$ cat src/rtl/op8_sweep_ctrl_pkg.sv
// rtl/op8_sweep_ctrl_pkg.sv - shared types, opcode map and golden model for the op8 sweep sequencer
package op8_pkg;

  typedef enum logic [1:0] {
    IDLE  = 2'd0,
    DRIVE = 2'd1,
    DONE  = 2'd2
  } state_t;

  localparam logic [2:0] OP_XOR  = 3'd0;
  localparam logic [2:0] OP_AND  = 3'd1;
  localparam logic [2:0] OP_OR   = 3'd2;
  localparam logic [2:0] OP_NAND = 3'd3;
  localparam logic [2:0] OP_NOR  = 3'd4;
  localparam logic [2:0] OP_NOTA = 3'd5;
  localparam logic [2:0] OP_NOTB = 3'd6;
  localparam logic [2:0] OP_XNOR = 3'd7;

  localparam logic [2:0] OP_LAST = OP_XNOR;

  function automatic logic op8_golden(input logic a, input logic b, input logic [2:0] op);
    logic r;
    case (op)
      OP_XOR:  r = a ^ b;
      OP_AND:  r = a & b;
      OP_OR:   r = a | b;
      OP_NAND: r = ~(a & b);
      OP_NOR:  r = ~(a | b);
      OP_NOTA: r = ~a;
      OP_NOTB: r = ~b;
      default: r = ~(a ^ b);
    endcase
    return r;
  endfunction

endpackage

$ cat src/rtl/op8_sweep_ctrl_if.sv
// rtl/op8_sweep_ctrl_if.sv - request, logic-unit and result handshake bundle for op8_sweep_ctrl
interface op8_sweep_ctrl_if;

  logic       start;
  logic       a_in;
  logic       b_in;
  logic [2:0] S;
  logic       A;
  logic       B;
  logic       op_out;
  logic       busy;
  logic       res_valid;
  logic       res_ready;
  logic [7:0] result;
`ifdef OP8_SWEEP_SELFCHECK_EN
  logic       chk_err;
`endif

  // master: requester, downstream consumer and the logic unit; slave: the sequencer
  modport master (
    output start, a_in, b_in, op_out, res_ready,
    input  S, A, B, busy, res_valid, result
`ifdef OP8_SWEEP_SELFCHECK_EN
    , input chk_err
`endif
  );

  modport slave (
    input  start, a_in, b_in, op_out, res_ready,
    output S, A, B, busy, res_valid, result
`ifdef OP8_SWEEP_SELFCHECK_EN
    , output chk_err
`endif
  );

endinterface

$ cat src/rtl/op8_sweep_ctrl.sv
// rtl/op8_sweep_ctrl.sv - sweeps S over all 8 opcodes of the logic unit and returns the 8 samples; OP8_SWEEP_SELFCHECK_EN adds sticky chk_err
module op8_sweep_ctrl
  import op8_pkg::*;
#(
  parameter int unsigned SETTLE_CYCLES = 1
) (
  input logic             CLK,
  input logic             RST,
  op8_sweep_ctrl_if.slave bus
);

  localparam logic [3:0] SETTLE_INIT = 4'(SETTLE_CYCLES);

  state_t     state_q, state_d;
  logic [2:0] s_q, s_d;
  logic       a_q, a_d;
  logic       b_q, b_d;
  logic [3:0] cnt_q, cnt_d;
  logic       res_valid_q, res_valid_d;
  logic [7:0] result_q, result_d;
`ifdef OP8_SWEEP_SELFCHECK_EN
  logic       chk_err_q, chk_err_d;
`endif

  always_ff @(posedge CLK) begin
    if (RST) begin
      state_q     <= IDLE;
      s_q         <= 3'd0;
      a_q         <= 1'b0;
      b_q         <= 1'b0;
      cnt_q       <= 4'd0;
      res_valid_q <= 1'b0;
      result_q    <= 8'h00;
`ifdef OP8_SWEEP_SELFCHECK_EN
      chk_err_q   <= 1'b0;
`endif
    end else begin
      state_q     <= state_d;
      s_q         <= s_d;
      a_q         <= a_d;
      b_q         <= b_d;
      cnt_q       <= cnt_d;
      res_valid_q <= res_valid_d;
      result_q    <= result_d;
`ifdef OP8_SWEEP_SELFCHECK_EN
      chk_err_q   <= chk_err_d;
`endif
    end
  end

  always_comb begin
    state_d     = state_q;
    s_d         = s_q;
    a_d         = a_q;
    b_d         = b_q;
    cnt_d       = cnt_q;
    res_valid_d = res_valid_q;
    result_d    = result_q;
`ifdef OP8_SWEEP_SELFCHECK_EN
    chk_err_d   = chk_err_q;
`endif

    case (state_q)
      IDLE: begin
        if (bus.start) begin
          a_d      = bus.a_in;
          b_d      = bus.b_in;
          s_d      = 3'd0;
          cnt_d    = SETTLE_INIT;
          result_d = 8'h00;
`ifdef OP8_SWEEP_SELFCHECK_EN
          chk_err_d = 1'b0;
`endif
          state_d  = DRIVE;
        end
      end

      DRIVE: begin
        if (cnt_q != 4'd0) begin
          cnt_d = cnt_q - 4'd1;
        end else begin
          result_d[s_q] = bus.op_out;
`ifdef OP8_SWEEP_SELFCHECK_EN
          if (bus.op_out != op8_golden(a_q, b_q, s_q)) begin
            chk_err_d = 1'b1;
          end
`endif
          // S parks on the last opcode while the result waits in DONE
          if (s_q != OP_LAST) begin
            s_d   = s_q + 3'd1;
            cnt_d = SETTLE_INIT;
          end else begin
            res_valid_d = 1'b1;
            state_d     = DONE;
          end
        end
      end

      DONE: begin
        if (res_valid_q && bus.res_ready) begin
          res_valid_d = 1'b0;
          s_d         = 3'd0;
          state_d     = IDLE;
        end
      end

      default: begin
        state_d = IDLE;
      end
    endcase
  end

  assign bus.S         = s_q;
  assign bus.A         = a_q;
  assign bus.B         = b_q;
  assign bus.busy      = (state_q != IDLE);
  assign bus.res_valid = res_valid_q;
  assign bus.result    = result_q;
`ifdef OP8_SWEEP_SELFCHECK_EN
  assign bus.chk_err   = chk_err_q;
`endif

endmodule
$ cat src/flat_wrapper.sv
// flat-port wrapper written by rule: the top's interface ports become plain ports
module op8_sweep_ctrl_flat import op8_pkg::*;
#(
  parameter int unsigned SETTLE_CYCLES = 1
)
  (CLK, RST, bus_start, bus_a_in, bus_b_in, bus_op_out, bus_res_ready, bus_S, bus_A, bus_B, bus_busy, bus_res_valid, bus_result);
  op8_sweep_ctrl_if bus_i ();
  input logic CLK;
  input logic RST;
  input wire logic [$bits(bus_i.start)-1:0] bus_start;
  input wire logic [$bits(bus_i.a_in)-1:0] bus_a_in;
  input wire logic [$bits(bus_i.b_in)-1:0] bus_b_in;
  input wire logic [$bits(bus_i.op_out)-1:0] bus_op_out;
  input wire logic [$bits(bus_i.res_ready)-1:0] bus_res_ready;
  output wire logic [$bits(bus_i.S)-1:0] bus_S;
  output wire logic [$bits(bus_i.A)-1:0] bus_A;
  output wire logic [$bits(bus_i.B)-1:0] bus_B;
  output wire logic [$bits(bus_i.busy)-1:0] bus_busy;
  output wire logic [$bits(bus_i.res_valid)-1:0] bus_res_valid;
  output wire logic [$bits(bus_i.result)-1:0] bus_result;
  assign bus_i.start = bus_start;
  assign bus_i.a_in = bus_a_in;
  assign bus_i.b_in = bus_b_in;
  assign bus_i.op_out = bus_op_out;
  assign bus_i.res_ready = bus_res_ready;
  assign bus_S = bus_i.S;
  assign bus_A = bus_i.A;
  assign bus_B = bus_i.B;
  assign bus_busy = bus_i.busy;
  assign bus_res_valid = bus_i.res_valid;
  assign bus_result = bus_i.result;
  op8_sweep_ctrl #(.SETTLE_CYCLES(SETTLE_CYCLES)) u_core (.CLK(CLK), .RST(RST), .bus(bus_i));
endmodule
$ cat config.mk
export PLATFORM = sky130hd
export DESIGN_NAME = op8_sweep_ctrl_flat
export DESIGN_NICKNAME = d
export VERILOG_FILES = /design/src/rtl/op8_sweep_ctrl_pkg.sv /design/src/rtl/op8_sweep_ctrl_if.sv /design/src/rtl/op8_sweep_ctrl.sv /design/src/flat_wrapper.sv
export SDC_FILE = /design/constraint.sdc
export NUM_CORES = 1
export LEC_CHECK = 0
export CAP_MARGIN = 20
export CORE_MARGIN = 3
export CORE_UTILIZATION = 25
export DETAILED_ROUTE_END_ITERATION = 10
export DONT_BUFFER_PORTS = 1
export PLACE_DENSITY = 0.37
export SLEW_MARGIN = 25
export SYNTH_ARGS = -nofsm -noshare
export SYNTH_HDL_FRONTEND = slang
export SYNTH_SLANG_ARGS = --single-unit
$ cat constraint.sdc
create_clock -name CLK -period 1.6 [get_ports CLK]
set_input_delay 0.32 -clock CLK [delete_from_list [all_inputs] [get_ports CLK]]
set_output_delay 0.32 -clock CLK [all_outputs]
set_load 0.1 [all_outputs]
==> results <==
- The number of inserted diodes is 0.
- The critical path data required time is 1.76 ns.
- At the pin with the least slew margin, the transition time is 0.411 ns.
- The I/O pin count is 22.
- The wire-length estimate of the detail-placed layout is 2.46 mm.
- In this run, the number of DRC markers left after iteration 0 of detailed routing was 54.
- Setup repair after global routing could not meet its margin everywhere.
- The number of antenna violations at the first check in global routing is 0.
- The share of synthesized registers carrying an async set or reset is 0%.
- Summed over all instances, the cell type with the most area after synthesis is sky130_fd_sc_hd__dfxtp_1.
- The number of distinct library cells after synthesis is 41.
- The cell at the slowest stage of the critical path is sky130_fd_sc_hd__or3b_4.
- Counting every net in the synthesized netlist gives 143.
- In this run the critical register-to-register path is captured at u_core.bus.S[2]$_SDFFE_PP0P_.
- The setup violation total in the final timing report is 1.
- The initial standard-cell utilization of the core is 27.2%.
- Once detail routing completed, the nets flagged for antenna violations numbered 0.
- The final instance area is 1620 um^2.
- The number of nets at the end of the flow is 172.
- The checks that failed: negative setup slack.
- STA classifies the critical path startpoint as a register.
- The largest driver fanout on the critical path is 4.
- The minimum clock period after layout is 1.60 ns.
- The leftover overflow at the end of global routing is 0.
- The cell depth of the worst flop-to-flop path is 5.
- Cells with a size suffix above 1 make up 38.8% of the layout.
- Setup slack on the worst reg-to-reg path comes out at -0.004 ns.
- The total routing resource utilization after global routing is 13.2%.
- The area of the core is 4170 um^2.
- Each instance of the synthesized netlist takes up on average 8.60 um^2.
- Yosys mapped a number of flops with a built-in enable equal to 0.
- Relative to the synthesized area, the layout overhead comes to 42.3%.
- STA puts the critical path data arrival time at 1.76 ns.
- Once placement finished, the instance area stood at 1480 um^2.
- The first-pass GRT wire length is 5.62 mm.
- The non-filler instance count after layout is 210.
- The final setup TNS is -0.00362 ns.
- Walking the worst path, the cells encountered are inv_2 > ha_4 > or3b_4 > o311a_4 > a32o_1.
- In the post-synthesis netlist, the biggest area contributors are sky130_fd_sc_hd__dfxtp_1 35%, sky130_fd_sc_hd__nand3_1 6.6%, sky130_fd_sc_hd__ha_1 4.4%, sky130_fd_sc_hd__nor2b_1 4.4%, sky130_fd_sc_hd__o211ai_1 4.0%.
- The type of the most critical hold path is primary input to register.
- The post-synthesis cell count is 132.
- Row generation in the floorplan step produced 23 rows.
- The worst pin sits at a relative slew slack of 72.6%.
- The floorplan step defined a die boundary enclosing 5380 um^2.
- The clock drives 20 sinks.
- The number of global-route vias before repair was 1167.
- The worst setup path startpoint is u_core.cnt_q[1]$_SDFFE_PP0P_.
- The DRC violation count after routing is 0.
- Based on the critical path, the design can be clocked at up to 624 MHz.
- Of the synthesized area, sequential elements account for 35.3%.
- The die width is 73.4 um.
- The maximum single-stage delay on the critical path is 0.41 ns.
- The power per cell area is 746 nW/um^2.
- The count of max-cap constraint violations is 0.
- Setup slack on the critical path of the routed design comes to -0.00362 ns.
- In this run the most critical hold path is launched from RST.
- Of the available clock period, the critical path in the final layout requires 100%.
- The via count normalized by instance count is 5.36.
- The share of the synthesized area in the top cell type is 35.3%.
- The latest clock arrival within the worst-skew pair is 0.26 ns.
- The kind of capture point of the worst setup path is a register.
- The total of warnings raised by yosys is 0.
- The total clock buffers created by CTS is 3.
- The setup clock skew after layout is 0.00926 ns.
- In the synthesized netlist the dominant register cell turns out to be sky130_fd_sc_hd__dfxtp_1.
- The startpoint of the worst-slack reg-to-reg timing path is u_core.cnt_q[1]$_SDFFE_PP0P_.
- The via total after detailed routing is 1125.
- The critical path ends at u_core.bus.S[2]$_SDFFE_PP0P_.
- The maximum number of buffers from clock root to sink is 2.
- The final-report hold violation count is 0.
- The total of hold buffers inserted after clock tree synthesis is 0.
- The flow ran to the end, but the final reports show violations.
- The clock tree from TritonCTS is done.
- Routability-driven placement finished with a final weighted congestion of 0.823.
- The routed design has 3.36 mm of wire.
- The quantity of I/O buffers inserted on ports is 0.
- Entering global routing, the biggest net connects 17 pins.
- The leakage dissipation is 0.622 nW.
- Summing every instance area after synthesis gives 1130 um^2.
- After clock tree synthesis, the clock-pin slew on the worst setup and hold paths is 0.08 ns.
- The largest voltage drop on the vdd net is 239 uV.
- The worst setup path is of the register to register kind.
- The count of pins over their slew limit came to 0.
- Cells fill 38.7% of the core in the end.
- From bottom edge to top edge, the die measures 73.4 um.
- Synthesis inferred 20 register bits.
- Before antenna repair, the detailed router went through 4 iterations.
- Dividing the detail-routed wire length by the instance count gives 16.0 um.
- The tree is rooted in a sky130_fd_sc_hd__clkbuf_8.
- Summing internal, switching and leakage power gives 1.20 mW.
- In this run, placement finished with an instance count of 205.
- The H-tree depth is 1.
## critical path, delay by kind of cell (launching register included)
family / cells / cell delay, ns
buf+inv: 1 / 0.07
flops: 1 / 0.32
simple gates: 1 / 0.41
fa+ha+maj: 1 / 0.13
compound gates: 2 / 0.57
## cells in the mapped netlist, drive strengths merged (2+ instances only)
master	n
nor2b	8
or3b	2
mux2i	4
o211ai	6
and2	2
dfxtp	20
nand4	4
o2111ai	3
o21ai	2
nand2	6
a2111oi	2
nand3b	2
clkbuf	6
inv	7
nor2	8
nand3	15
o311ai	4
buf	5
nand2b	2
ha	4
a32o	2
## logic make-up (layout without fill, tap and decap cells)
family	count (synthesis)	after routing	share of synthesized area, %
and+or+nand+nor	57	57	29.7
AOI/OAI and AO/OA	29	29	20.6
DFF	20	20	35.3
buffers and inverters	18	46	6.50
adders and majority gates	4	4	4.41
muxes	4	4	3.53
## flip-flops by register name (all words and copies together) (netlist names)
name	flops
u_core.bus.A	1
u_core.cnt_q	4
u_core.bus.B	1
u_core.bus.S	3
u_core.bus.res_valid	1
u_core.bus.result	8
u_core.state_q	2
## placed cells by master, fill, tap and decap left out, types with 2 or more instances in the layout
cell type and instances:
sky130_fd_sc_hd__nor2_1 8, sky130_fd_sc_hd__o2111ai_2 2, sky130_fd_sc_hd__dfxtp_2 3, sky130_fd_sc_hd__inv_1 5, sky130_fd_sc_hd__nand4_1 4, sky130_fd_sc_hd__buf_4 33, sky130_fd_sc_hd__nand3_1 15, sky130_fd_sc_hd__dfxtp_4 3
sky130_fd_sc_hd__nand2_1 6, sky130_fd_sc_hd__ha_4 3, sky130_fd_sc_hd__a32o_1 2, sky130_fd_sc_hd__nand2b_1 2, sky130_fd_sc_hd__nand3b_1 2, sky130_fd_sc_hd__mux2i_1 4, sky130_fd_sc_hd__and2_1 2, sky130_fd_sc_hd__o311ai_0 3
sky130_fd_sc_hd__dfxtp_1 14, sky130_fd_sc_hd__o211ai_1 6, sky130_fd_sc_hd__nor2b_1 8, sky130_fd_sc_hd__inv_2 2, sky130_fd_sc_hd__clkbuf_8 3
## through the flow
step | hold slack, ns | setup WS [ns]
3_3_place_gp | 0.396 | -0.0221
2_1_floorplan | 0.426 | -0.0496
3_5_place_dp | 0.398 | -0.0381
4_1_cts | 0.114 | 0.00714
5_1_grt | 0.108 | -0.0295
6_report | 0.124 | -0.00362
## power breakdown
group	total [mW]	switching (mW)	internal, mW
sequential	0.523	0.0107	0.512
clock	0.340	0.163	0.177
combinational	0.342	0.209	0.133
total	1.20	0.383	0.821
## timing repair
item | in CTS | in global routing
pin swaps | 1 | 0
cloned | 0 | 0
gates resized for setup | 6 | 8
endpoints found under the setup margin | 6 | 9
buffers inserted | 0 | 1
hold endpoints to repair | 0 | 0
## area by class of cell
cell class	instances	area, um^2
Clock buffer	4	45.0
Fill cell	418	2560
Timing Repair Buffer	35	279
Tap cell	50	62.6
Multi-Input combinational cell	94	787
Inverter	7	26.3
Sequential cell	20	415
## how the worst min path moves through the flow
stage | cells past startpoint | endpoint
after floorplan | 1 | u_core.bus.res_valid$_SDFFE_PP0P_
after global placement | 1 | u_core.bus.B$_SDFFE_PP0P_
after detailed placement | 1 | u_core.state_q[1]$_SDFFE_PP0P_
after CTS | 1 | u_core.state_q[1]$_SDFFE_PP0P_
after global routing | 1 | u_core.bus.res_valid$_SDFFE_PP0P_
final | 1 | u_core.bus.res_valid$_SDFFE_PP0P_
## metal layers
metal | up-vias | global-route usage (%) | share of wire [%]
li1 | 549 | - | -
met4 | 0 | 4.63 | 1.1
met1 | 554 | 17.4 | 46
met5 | - | 0 | 0
met2 | 18 | 21.6 | 49
met3 | 4 | 2.33 | 3.2
Note: power is estimated with default switching activity, not from simulation.
